==> src/rtl/lsu_seq.sv <==
// ============================================================================
// Module   : lsu_seq
// Purpose  : Load/store sequencer between the multicycle control unit and data memory.
// Revision : 1.0 - initial release
// ============================================================================
`default_nettype none

module lsu_seq #(
  parameter int XLEN    = 64,
  parameter int MEM_LAT = 1
) (
  input  logic            clk_i,
  input  logic            rst_ni,
  input  logic            start_i,
  input  logic            is_store_i,
  input  logic [2:0]      funct3_i,
  input  logic [XLEN-1:0] addr_i,
  input  logic [XLEN-1:0] wdata_i,
  output logic            busy_o,
  output logic            done_o,
  output logic [XLEN-1:0] rdata_o,
  output logic            misalign_o,
  output logic            illegal_o,
  output logic [XLEN-1:0] mem_addr_o,
  output logic            mem_wr_o,
  output logic [XLEN-1:0] mem_wdata_o,
  input  logic [XLEN-1:0] mem_rdata_i
);

  localparam int         OFFW    = $clog2(XLEN / 8);
  localparam int         CW      = (MEM_LAT > 1) ? $clog2(MEM_LAT) : 1;
  localparam logic [1:0] FULL_SZ = (XLEN == 64) ? 2'd3 : 2'd2;

  typedef enum logic [1:0] {
    S_IDLE    = 2'd0,
    S_RD_WAIT = 2'd1,
    S_WRITE   = 2'd2,
    S_DONE    = 2'd3
  } state_e;

  state_e          state_q, state_d;
  logic [CW-1:0]   cnt_q, cnt_d;
  logic            store_q, store_d;
  logic [2:0]      f3_q, f3_d;
  logic [OFFW-1:0] off_q, off_d;
  logic [XLEN-1:0] mem_addr_q, mem_addr_d;
  logic [XLEN-1:0] wdata_q, wdata_d;
  logic [XLEN-1:0] rdata_q, rdata_d;
  logic [XLEN-1:0] mem_wdata_q, mem_wdata_d;
  logic            misalign_q, misalign_d;
  logic            illegal_q, illegal_d;

  function automatic logic [XLEN-1:0] lane_mask(input logic [1:0] sz);
    case (sz)
      2'd0:    lane_mask = XLEN'(8'hFF);
      2'd1:    lane_mask = XLEN'(16'hFFFF);
      2'd2:    lane_mask = XLEN'(32'hFFFF_FFFF);
      default: lane_mask = '1;
    endcase
  endfunction

  // Request decode; illegal wins so the two flags are mutually exclusive.
  logic req_illegal, req_misalign;
  always_comb begin
    req_illegal = (funct3_i == 3'b111) || (is_store_i && funct3_i[2]) ||
                  ((XLEN == 32) && ((funct3_i == 3'b011) || (funct3_i == 3'b110)));
    case (funct3_i[1:0])
      2'd1:    req_misalign = addr_i[0];
      2'd2:    req_misalign = (addr_i[1:0] != 2'b00);
      2'd3:    req_misalign = (addr_i[2:0] != 3'b000);
      default: req_misalign = 1'b0;
    endcase
    req_misalign = req_misalign && !req_illegal;
  end

  // Lane extraction for loads and lane merge for sub-word stores.
  logic [OFFW+2:0] sh_amt;
  logic [XLEN-1:0] lmask, rd_shifted, ld_ext, st_merged;
  logic            sign_bit;
  always_comb begin
    sh_amt     = {off_q, 3'b000};
    lmask      = lane_mask(f3_q[1:0]);
    rd_shifted = mem_rdata_i >> sh_amt;
    case (f3_q[1:0])
      2'd0:    sign_bit = rd_shifted[7];
      2'd1:    sign_bit = rd_shifted[15];
      2'd2:    sign_bit = rd_shifted[31];
      default: sign_bit = 1'b0;
    endcase
    sign_bit  = sign_bit && !f3_q[2];
    ld_ext    = (rd_shifted & lmask) | (sign_bit ? ~lmask : '0);
    st_merged = (mem_rdata_i & ~(lmask << sh_amt)) | ((wdata_q & lmask) << sh_amt);
  end

  always_comb begin
    state_d     = state_q;
    cnt_d       = cnt_q;
    store_d     = store_q;
    f3_d        = f3_q;
    off_d       = off_q;
    mem_addr_d  = mem_addr_q;
    wdata_d     = wdata_q;
    rdata_d     = rdata_q;
    mem_wdata_d = mem_wdata_q;
    misalign_d  = misalign_q;
    illegal_d   = illegal_q;
    case (state_q)
      S_IDLE: begin
        if (start_i) begin
          store_d    = is_store_i;
          f3_d       = funct3_i;
          off_d      = addr_i[OFFW-1:0];
          mem_addr_d = addr_i & ~XLEN'(XLEN / 8 - 1);
          wdata_d    = wdata_i;
          illegal_d  = req_illegal;
          misalign_d = req_misalign;
          cnt_d      = '0;
          if (req_illegal || req_misalign) begin
            state_d = S_DONE;
          end else if (is_store_i && (funct3_i[1:0] == FULL_SZ)) begin
            mem_wdata_d = wdata_i;
            state_d     = S_WRITE;
          end else begin
            state_d = S_RD_WAIT;
          end
        end
      end
      S_RD_WAIT: begin
        if (cnt_q == CW'(MEM_LAT - 1)) begin
          cnt_d = '0;
          if (store_q) begin
            mem_wdata_d = st_merged;
            state_d     = S_WRITE;
          end else begin
            rdata_d = ld_ext;
            state_d = S_DONE;
          end
        end else begin
          cnt_d = cnt_q + CW'(1);
        end
      end
      S_WRITE: state_d = S_DONE;
      default: state_d = S_IDLE;
    endcase
  end

  always_ff @(posedge clk_i or negedge rst_ni) begin
    if (!rst_ni) begin
      state_q     <= S_IDLE;
      cnt_q       <= '0;
      store_q     <= 1'b0;
      f3_q        <= 3'b000;
      off_q       <= '0;
      mem_addr_q  <= '0;
      wdata_q     <= '0;
      rdata_q     <= '0;
      mem_wdata_q <= '0;
      misalign_q  <= 1'b0;
      illegal_q   <= 1'b0;
    end else begin
      state_q     <= state_d;
      cnt_q       <= cnt_d;
      store_q     <= store_d;
      f3_q        <= f3_d;
      off_q       <= off_d;
      mem_addr_q  <= mem_addr_d;
      wdata_q     <= wdata_d;
      rdata_q     <= rdata_d;
      mem_wdata_q <= mem_wdata_d;
      misalign_q  <= misalign_d;
      illegal_q   <= illegal_d;
    end
  end

  assign busy_o      = (state_q != S_IDLE);
  assign done_o      = (state_q == S_DONE);
  assign mem_wr_o    = (state_q == S_WRITE);
  assign misalign_o  = misalign_q && (state_q == S_DONE);
  assign illegal_o   = illegal_q && (state_q == S_DONE);
  assign rdata_o     = rdata_q;
  assign mem_addr_o  = mem_addr_q;
  assign mem_wdata_o = mem_wdata_q;

endmodule

`default_nettype wire

==> config.mk <==
export PLATFORM = sky130hd
export DESIGN_NAME = lsu_seq
export DESIGN_NICKNAME = d
export VERILOG_FILES = /design/src/rtl/lsu_seq.sv
export SDC_FILE = /design/constraint.sdc
export NUM_CORES = 1
export LEC_CHECK = 0
export BUFFER_PORTS_ARGS = -buffer_cell sky130_fd_sc_hd__buf_2
export CAP_MARGIN = 40
export CORE_AREA = 3 3 184 186
export DETAILED_ROUTE_END_ITERATION = 8
export DIE_AREA = 0 0 187 189
export HOLD_SLACK_MARGIN = 0.05
export PLACE_DENSITY = 0.73
export SETUP_SLACK_MARGIN = 0.02
export SLEW_MARGIN = 20
export SYNTH_ARGS = -nofsm -noshare
export SYNTH_HDL_FRONTEND = slang
export SYNTH_SLANG_ARGS = --single-unit
==> constraint.sdc <==
create_clock -name clk_i -period 2.82 [get_ports clk_i]
set_clock_uncertainty 0.1 [all_clocks]
set_input_delay 0.282 -clock clk_i [delete_from_list [all_inputs] [get_ports clk_i]]
set_output_delay 0.282 -clock clk_i [all_outputs]
set_load 0.01 [all_outputs]
==> impl_metrics.tcl <==
set metrics [dict create \
    powerDensity_nw_per_um2 1280 \
    status "finished, final reports clean" \
    finalHoldViolations 0 \
    total_power_w 0.0257 \
    synth_compound_area_frac 0.201 \
    ys_warn_count 0 \
    area_delta_synth_final_pct 33.1 \
    antenna_found_initial 1 \
    synthMuxAreaShare 0.193 \
    crit_path_end_kind "register" \
    clockBufferDepth 3 \
    yosys_most_used_dff "dfrtp_1" \
    htree_levels 1 \
    viasPerCell 6.10 \
    drc_errors 0 \
    worst_pin_slew_ps 837 \
    firstDrtPassIters 6 \
    die_h_microns 189 \
    synthDistinctLibCells 63 \
    crit_path_start_kind "register" \
    dpl.hpwl_microns 45800 \
    finalSetupViolCount 0 \
    synth_top_family_by_area "compound AO/OA/AOI/OAI gates" \
    critPathKind "reg2reg" \
    synth_xor_xnor_area_share 0 \
    start_util 0.464 \
    fmax_mhz 372 \
    cts_buffers 31 \
    postSynthCellCount 1519 \
    cts_tree "built" \
    mostFrequentLayoutCell "buf_2" \
    cp.arrival_ps 3070 \
    period_minus_slack_ps 2690 \
    routabilityCongestion 1.01 \
    grt_pass1_wl_microns 95900 \
    cp_slowest_stage_delay_ps 660 \
    cts_resized 0 \
    synthArstFlopShare 1.00 \
    wl_per_cell_microns 25.8 \
    core_region_area_sq_um 32500 \
    track_usage 0.351 \
    io_pins 396 \
    clk_latency_ps 590 \
    fin_util 0.618 \
    fin_nets 2224 \
    grt.overflow.total 0 \
    postRouteAntennaNets 0 \
    worstHoldPathType "in2reg" \
    crit_fanout 30 \
    post_cts.repair.setup_buffers 0 \
    yosys.area_share.simple 0.113 \
    period_share 0.953 \
    avgSynthCellArea_sq_um 9.92 \
    required_ps 3200 \
    final_cell_mix "391 x buf_2, 261 x dfrtp_1, 155 x mux2_2, 153 x nand2_1, 143 x dlygate4sd3_1" \
    cp_slowest_cell "dfrtp_4" \
    port-buffer-count 392 \
    cp_cell_sequence "buf_4 > mux2_2 > a222oi_1 > a2bb2oi_1 > nand4_1 > a22o_1" \
    grt_max_degree 137 \
    ys_ff_latch 264 \
    drt_iter0_markers 1574 \
    vias 15200 \
    num_rows 66 \
    n_fill_cell 2681 \
    path_clk_slew_ps 70 \
    slew_headroom 0.442 \
    synth-edff-count 0 \
    drv_slew 0 \
    grt_pass1_vias 15300 \
    crit_family "compound AO/OA/AOI/OAI gates" \
    routed_wl_microns 64100 \
    vdd_drop_max_uv 766 \
    postCtsHoldBufs 143 \
    drive_above_1_share 0.342 \
    cts-root-buf "clkbuf_16" \
    insertedDiodeCount 0 \
    cap_violations 0 \
    die_x_microns 187 \
    synth_fa_ha_area_frac 0.00332 \
    yosysSeqAreaShare 0.438 \
    cts_sinks 264 \
    rsz0062_at_grt "false" \
    crit_buf_inv 1 \
    dieArea_sq_um 35300 \
    fin_setup_tns_ps 0 \
    synth_area_sq_um 15100 \
    p_leak_nw 9.31 \
]
-- metrics by stage --
stage	cells	area, sq um	worst slack [ps]	hold WS, ps
after floorplan	1521	15100	698	-114
after global placement	2287	17600	245	214
after detailed placement	2287	17600	232	219
after CTS	2487	20100	211	58.6
after global routing	2487	20100	58.4	101
final	2487	20100	132	89.5
-- cells in the mapped netlist, types with 7 or more instances --
cell type / number / share of area
a211oi_1: 17 / 0.0085
a21o_1: 18 / 0.0090
a21oi_1: 74 / 0.025
a221oi_1: 8 / 0.0047
a222oi_1: 8 / 0.0053
a22o_1: 29 / 0.017
a311oi_1: 10 / 0.0058
a31oi_1: 29 / 0.012
and2_1: 9 / 0.0037
buf_2: 39 / 0.013
buf_4: 18 / 0.0090
buf_6: 10 / 0.0075
clkbuf_1: 64 / 0.016
dfrtp_1: 264 / 0.44
inv_1: 15 / 0.0037
mux2_2: 155 / 0.12
mux2i_1: 101 / 0.067
mux4_2: 7 / 0.010
nand2_1: 154 / 0.038
nand2b_1: 21 / 0.0087
nor2_1: 136 / 0.034
nor2b_1: 17 / 0.0071
nor3_1: 14 / 0.0047
o2111ai_1: 10 / 0.0058
o211ai_1: 26 / 0.013
o21ai_0: 120 / 0.040
o22ai_1: 12 / 0.0050
o2bb2ai_1: 19 / 0.011
o31ai_1: 17 / 0.0085
or3_1: 7 / 0.0029
-- cell type report --
cell class / count / area [sq um] / area share
Clock inverter: 20 / 213 / 0.0106
Timing Repair Buffer: 604 / 4030 / 0.201
Multi-Input combinational cell: 1103 / 7750 / 0.386
Tap cell: 442 / 553 / 0.0276
Sequential cell: 264 / 6620 / 0.330
Clock buffer: 37 / 828 / 0.0413
Inverter: 17 / 63.8 / 0.00318
-- kinds of logic after synthesis --
family,after synthesis
compound gates,448
fa+ha+maj,4
buf+inv,154
simple gates,385
mux,263
other cells,1
flops,264
-- path summary, 6_finish.rpt --
kind	from	endpoint	slack, ps	cells after the start
worst max-delay path	off_q[0]	mem_wdata_o[50]	130	6
worst min-delay path	mem_rdata_i[5]	mem_wdata_o[5]	90	4
worst max register to register	off_q[0]	mem_wdata_o[50]	130	6
worst min register to register	rdata_o[4]	rdata_o[4]	370	2
max in group asynchronous	rst_ni	off_q[2]	1660	3
min in group asynchronous	rst_ni	rdata_o[24]	180	2
-- layer usage --
| metal | share of wire | track usage | vias up |
|---|---|---|---|
| met5 | 0.00016 | 0 | - |
| li1 | - | - | 6543 |
| met4 | 0.054 | 0.147 | 2 |
| met2 | 0.46 | 0.566 | 984 |
| met3 | 0.10 | 0.0792 | 212 |
| met1 | 0.39 | 0.460 | 7441 |
-- power breakdown --
part	internal (W)	switching (W)	total, W
combinational	0.00584	0.00819	0.0140
sequential	0.00573	0.00176	0.00750
clock	0.00238	0.00175	0.00413
-- worst reg2reg max path, stage by stage, from the launching register on --
cell and delay (ps):
dfrtp_4 660, buf_4 290, mux2_2 380, a222oi_1 450, a2bb2oi_1 360, nand4_1 140
a22o_1 210
-- sequential cells by signal (all words and copies together) (netlist names) --
| register | cells |
|---|---|
| state_q | 2 |
| mem_wdata_o | 64 |
| off_q | 3 |
| store_q | 1 |
| illegal_q | 1 |
| mem_addr_o | 61 |
| rdata_o | 64 |
| misalign_q | 1 |
| f3_q | 3 |
| wdata_q | 64 |
No activity file was read; power rests on OpenSTA's default activity.
